[config.mk]
export PLATFORM = sky130hd
export DESIGN_NAME = fht_butterfly
export DESIGN_NICKNAME = d
export VERILOG_FILES = /design/src/rtl/fht_butterfly_pkg.sv /design/src/rtl/fht_butterfly.sv
export SDC_FILE = /design/constraint.sdc
export NUM_CORES = 2
export LEC_CHECK = 0
export CORE_MARGIN = 4
export CORE_UTILIZATION = 64
export DETAILED_ROUTE_END_ITERATION = 6
export GPL_TIMING_DRIVEN = 0
export PLACE_DENSITY = 0.82
export SKIP_CTS_REPAIR_TIMING = 1
export SYNTH_ARGS = -nofsm -noshare
export SYNTH_HDL_FRONTEND = slang
export SYNTH_SLANG_ARGS = --single-unit
[constraint.sdc]
create_clock -name iCLK -period 4.1 [get_ports iCLK]
set_input_delay 0.615 -clock iCLK [delete_from_list [all_inputs] [get_ports iCLK]]
set_output_delay 0.615 -clock iCLK [all_outputs]
set_load 0.01 [all_outputs]
[src/rtl/fht_butterfly_pkg.sv]
`default_nettype none
// ============================================================================
//  Module      : fht_butterfly_pkg
//  Description : Shared constants and helpers for the FHT butterfly datapath.
//  Revision    : 1.0 - initial release
// ============================================================================
package fht_butterfly_pkg;

    // Default data and twiddle widths
    localparam int c_D_BIT_DEF      = 16;
    localparam int c_W_BIT_DEF      = 16;

    // Twiddle unit: MAX_W represents 1.0, HALF_W_MAX is the rounding offset
    localparam int c_HALF_W_MAX_DEF = 8192;
    localparam int c_MAX_W_DEF      = 2 * c_HALF_W_MAX_DEF;

    // Right shift that divides by MAX_W
    localparam int c_SHIFT_DEF      = $clog2(c_MAX_W_DEF);

    // Clamp a signed value into the signed range of 'bits' bits.
    // Operates on a 64-bit container so callers of any width <= 64 can use it.
    function automatic logic signed [63:0] sat_signed(
        input logic signed [63:0] v,
        input int unsigned        bits
    );
        logic signed [63:0] hi;
        logic signed [63:0] lo;
        hi = (64'sd1 <<< (bits - 1)) - 64'sd1;
        lo = -(64'sd1 <<< (bits - 1));
        if (v > hi)
            return hi;
        else if (v < lo)
            return lo;
        else
            return v;
    endfunction

endpackage
`default_nettype wire

[src/rtl/fht_butterfly.sv]
`default_nettype none
// ============================================================================
//  Module      : fht_butterfly
//  Description : Two-stage pipelined radix-2 FHT butterfly. Stage 1 rotates
//                (x1, x2) by the twiddle and rounds; stage 2 forms x0 +/- rot,
//                halves with rounding and saturates to the data range.
//  Revision    : 1.0 - initial release
// ============================================================================
module fht_butterfly
    import fht_butterfly_pkg::*;
#(
    parameter int D_BIT      = c_D_BIT_DEF,
    parameter int W_BIT      = c_W_BIT_DEF,
    parameter int HALF_W_MAX = c_HALF_W_MAX_DEF
) (
    input  logic                    iCLK,
    input  logic                    iRESET,
    input  logic signed [D_BIT-1:0] iX_0,
    input  logic signed [D_BIT-1:0] iX_1,
    input  logic signed [D_BIT-1:0] iX_2,
    input  logic signed [W_BIT-1:0] iSIN,
    input  logic signed [W_BIT-1:0] iCOS,
    output logic signed [D_BIT-1:0] oY_0,
    output logic signed [D_BIT-1:0] oY_1
);

    localparam int c_MAX_W = 2 * HALF_W_MAX;
    localparam int c_SHIFT = $clog2(c_MAX_W);
    localparam int c_PW    = D_BIT + W_BIT;      // single product width
    localparam int c_SW    = D_BIT + W_BIT + 1;  // product-sum width
    localparam int c_RW    = D_BIT + 2;          // rotated value width
    localparam int c_OW    = D_BIT + 3;          // add/sub width

    // ---------------- stage 1: rotation and rounding ----------------
    logic signed [c_PW-1:0] w_p_cos;
    logic signed [c_PW-1:0] w_p_sin;
    logic signed [c_SW-1:0] w_sum;
    logic signed [c_SW-1:0] w_rnd;
    logic signed [c_SW-1:0] w_shf;
    logic signed [c_RW-1:0] w_rot;
    logic signed [c_RW-1:0] r_rot;

    assign w_p_cos = iCOS * iX_1;
    assign w_p_sin = iSIN * iX_2;
    assign w_sum   = {w_p_cos[c_PW-1], w_p_cos} + {w_p_sin[c_PW-1], w_p_sin};
    // Adding half a unit then flooring rounds halves toward +inf
    assign w_rnd   = w_sum + $signed(c_SW'(HALF_W_MAX));
    assign w_shf   = w_rnd >>> c_SHIFT;
    // |rot| <= sqrt(2)*2^(D_BIT-1), so the low D_BIT+2 bits hold it exactly
    assign w_rot   = w_shf[c_RW-1:0];

    // ---------------- stage 2: add/sub, halve, saturate ----------------
    logic signed [c_OW-1:0] w_x0_ext;
    logic signed [c_OW-1:0] w_rot_ext;
    logic signed [c_OW-1:0] w_s0;
    logic signed [c_OW-1:0] w_s1;
    logic signed [c_OW-1:0] w_h0;
    logic signed [c_OW-1:0] w_h1;
    logic signed [63:0]     w_sat0;
    logic signed [63:0]     w_sat1;
    logic signed [D_BIT-1:0] r_y0;
    logic signed [D_BIT-1:0] r_y1;

    assign w_x0_ext  = {{3{iX_0[D_BIT-1]}}, iX_0};
    assign w_rot_ext = {r_rot[c_RW-1], r_rot};
    assign w_s0      = w_x0_ext + w_rot_ext;
    assign w_s1      = w_x0_ext - w_rot_ext;
    // (s + 1) >>> 1 halves with round-half-up
    assign w_h0      = (w_s0 + $signed(c_OW'(1))) >>> 1;
    assign w_h1      = (w_s1 + $signed(c_OW'(1))) >>> 1;
    assign w_sat0    = sat_signed({{(64-c_OW){w_h0[c_OW-1]}}, w_h0}, D_BIT);
    assign w_sat1    = sat_signed({{(64-c_OW){w_h1[c_OW-1]}}, w_h1}, D_BIT);

    // Stage 1 register: rounded rotation of (x1, x2)
    always_ff @(posedge iCLK or negedge iRESET) begin
        if (!iRESET)
            r_rot <= '0;
        else
            r_rot <= w_rot;
    end

    // Stage 2 registers: saturated, halved sum and difference
    always_ff @(posedge iCLK or negedge iRESET) begin
        if (!iRESET) begin
            r_y0 <= '0;
            r_y1 <= '0;
        end else begin
            r_y0 <= w_sat0[D_BIT-1:0];
            r_y1 <= w_sat1[D_BIT-1:0];
        end
    end

    assign oY_0 = r_y0;
    assign oY_1 = r_y1;

endmodule
`default_nettype wire

==> results.yml <==
logic_synthesis:
  netlist.area_leader.share_pct: 50.1
  synth-adder-area-share_pct: 60.7
  synthXorXnorAreaFrac_pct: 2.79
  syn-cell-area_sq_um: 22900
  synth_compound_area_share_pct: 5.23
  yosys_warnings: 0
  largest_family_of_logic_cells_by_synthesized_area: "adder cells"
  mappedNetlistNets: 3251
  ys.flop_type: "sky130_fd_sc_hd__dfrtp_1"
  synth.top_cells.by_count: "659 x sky130_fd_sc_hd__inv_1, 574 x sky130_fd_sc_hd__fa_1, 251 x sky130_fd_sc_hd__and2_1"
  avgSynthCellArea_sq_um: 9.55
  synthDistinctLibCells: 72
  yosysSeqAreaShare_pct: 5.46
  async_flop_share_pct: 100
  yosysTopAreaCell: "sky130_fd_sc_hd__fa_1"
  synth_enable_flop_cells: 0
  post_synth_inst_count: 2401
  synth_area_in_simple_gates_pct: 13.8
  post-synth-top-count-cell: "sky130_fd_sc_hd__inv_1"
  synth-seq-cells: 50
  share_of_cell_area_taken_by_muxes_after_synthesis_pct: 0
  yosys-top-cells-area: "sky130_fd_sc_hd__fa_1 50%, sky130_fd_sc_hd__inv_1 11%, sky130_fd_sc_hd__ha_1 11%"
setup_path:
  critical_path_start_type: "input port"
  cp.arrival_ns: 7.25
  critical_path.n_buffers_inverters: 7
  critical_path.max_fanout: 7
  setup.worst_path.class: "input port to register"
  cell_at_the_slowest_stage_of_the_critical_path: "sky130_fd_sc_hd__fa_1"
  cpMostUsedCell: "sky130_fd_sc_hd__fa_1"
  worst_ep_required_time_ns: 4.27
  worst_path_dominant_cell_family: "adder cells"
  r2r_setup_slk_ns: 0.65
  crit_path_max_incr_delay_ns: 0.61
  cp-end-kind: "register"
  cp_cell_sequence: "buf_4 -> buf_8 -> buf_4 -> and2_1 -> fa_1 -> fa_1 -> inv_1 -> fa_1 -> inv_1 -> fa_1 -> fa_1 -> fa_1 -> fa_1 -> inv_1 -> fa_1 -> inv_1 -> ha_4 -> o2111ai_2 -> o21ai_1 -> a21oi_2 -> o21ai_1 -> a21oi_1 -> xnor2_1"
cts:
  clockRootBuffer: "sky130_fd_sc_hd__clkbuf_16"
  numCtsBuffers: 5
  clk_path_buf_depth: 2
  cts_htree_levels: 2
  numClockSinks: 50
  path_clk_slew_ns: 0.07
  tritoncts: "yes"
  clk-insertion-delay-late_ns: 0.30
timing:
  largest_clock_skew_in_the_final_design_ns: 0.00621
  max_clock_freq_mhz: 141
  holdWs_ns: 0.191
  timing.setup.tns_ns: -48.75
  rsz0062_at_grt: "true"
  final_ws_setup_ns: -2.98
  final_period_demand_of_the_worst_path_ns: 7.08
  finalCritPeriodShare_pct: 173
  timing.final.max_slew_violations: 0
  slew_headroom_pct: 30.1
  endpoints_failing_hold: 0
  worst-slew-pin-transition_ns: 1.04
  setup_viol: 18
place:
  dp_wirelength_um: 52900
  gp_routability_congestion: 0.973
  dp_cells: 2976
  port-buffer-count: 113
status:
  violations: "setup timing"
  status: "finished, violations left"
finish:
  antennaDiodeCount: 0
  fin_nets: 3463
  final_cells: 3075
  nFillCells: 2439
  post_route_cells_drive_above_1_share_pct: 15.1
  syn2layout_area_growth_pct: 16.0
worst_hold_path:
  min-delay-path-class: "input port to async pin"
global_routing:
  grt_antenna_before_repair: 0
  via_count_of_the_first_global_routing_pass: 18342
  track_usage_pct: 31.3
  grt_first_pass_wirelength_um: 95300
  maximum_number_of_pins_on_one_net_before_global_route_repair: 40
  gr-total-overflow: 0
floorplan:
  die-height_um: 197
  floorplan.core_area_sq_um: 35500
  initial_core_util_pct: 64.6
  die_width_um: 197
  num_rows: 69
  ios: 114
  design.die.area_sq_um: 38900
route:
  post-route-drc-count: 0
  detail_route.iter0.violations: 1051
  detailroute.via_count: 16959
  routedWlPerCell_um: 20.1
  avgViaCountPerCell: 5.52
  drt-pass1-iter-count: 5
  final_antenna_net_count: 0
  routed_wirelength_um: 61700
run:
  maxCapViolations: 0
[through the flow]
stage               cell area (sq um)  util [%]  worst slack (ns)
finish                          26600      75.0             -2.98
global route                    26600      75.0             -3.14
CTS                             25200      71.0             -4.16
detailed placement              25000      70.5             -4.49
global placement                25000      70.5             -4.38
floorplan                       23300         -             -2.70
[state kept, by name, summed over array words and instances (netlist names)]
signal and flops:
r_rot 18, oY_0 16, oY_1 16
[cells by family after synthesis]
family,Yosys count
compound gates,161
xor+xnor,71
fa+ha+maj,768
buf+inv,727
flops,50
simple gates,624
[layer usage]
layer	GRT usage (%)	share of wire, %	vias to the layer above
li1	-	-	7394
met1	41.6	38	8647
met2	53.0	49	769
met3	5.07	8.4	149
met4	10.8	4.2	0
met5	0	0	-
[cells in the final DEF, fill, tap and decap left out, drive strengths merged, types with 3 or more instances in the layout]
master           n
a31o             3
nor3b            3
nand2b          16
nor3             8
nand3            9
fa             574
xnor2           60
clkdlybuf4s50   48
o211ai           5
buf            181
o21bai           6
inv            659
dfrtp           50
nor2            54
nand2          246
o31ai            3
clkbuf          47
a21oi           32
a21boi           3
and2           251
o21ai           38
a2111oi          3
a211oi           9
nor4             3
o22ai            3
nor2b            8
ha             194
or2              3
nand4            7
a31oi            3
o21a             9
a211o            4
a21o            20
and3             5
xor2            11
[area by class of cell]
cell class	count	area, sq um	share of cell area (%)
repair buffers	205	1820	6.86
well taps	461	577	2.17
clock inverters	3	43.8	0.165
inverters	659	2480	9.32
clock buffers	5	125	0.470
flip-flops and latches	50	1250	4.70
plain buffers	68	798	3.00
multi-input cells	1624	19500	73.3
[final timing paths]
| check | from | to | depth (start not counted) |
|---|---|---|---|
| max in group asynchronous | iRESET | r_rot[8]$_DFF_PN0_ | 2 |
| max | iX_1[10] | r_rot[12]$_DFF_PN0_ | 23 |
| min reg2reg | r_rot[1]$_DFF_PN0_ | oY_0[0]$_DFF_PN0_ | 3 |
| max reg2reg | r_rot[2]$_DFF_PN0_ | oY_1[13]$_DFF_PN0_ | 12 |
| min in group iCLK | r_rot[1]$_DFF_PN0_ | oY_0[0]$_DFF_PN0_ | 3 |
| min | iRESET | oY_0[0]$_DFF_PN0_ | 1 |
Power is not shown: default switching activity piles up to over one toggle a cycle in this logic, so the estimate is an artifact.
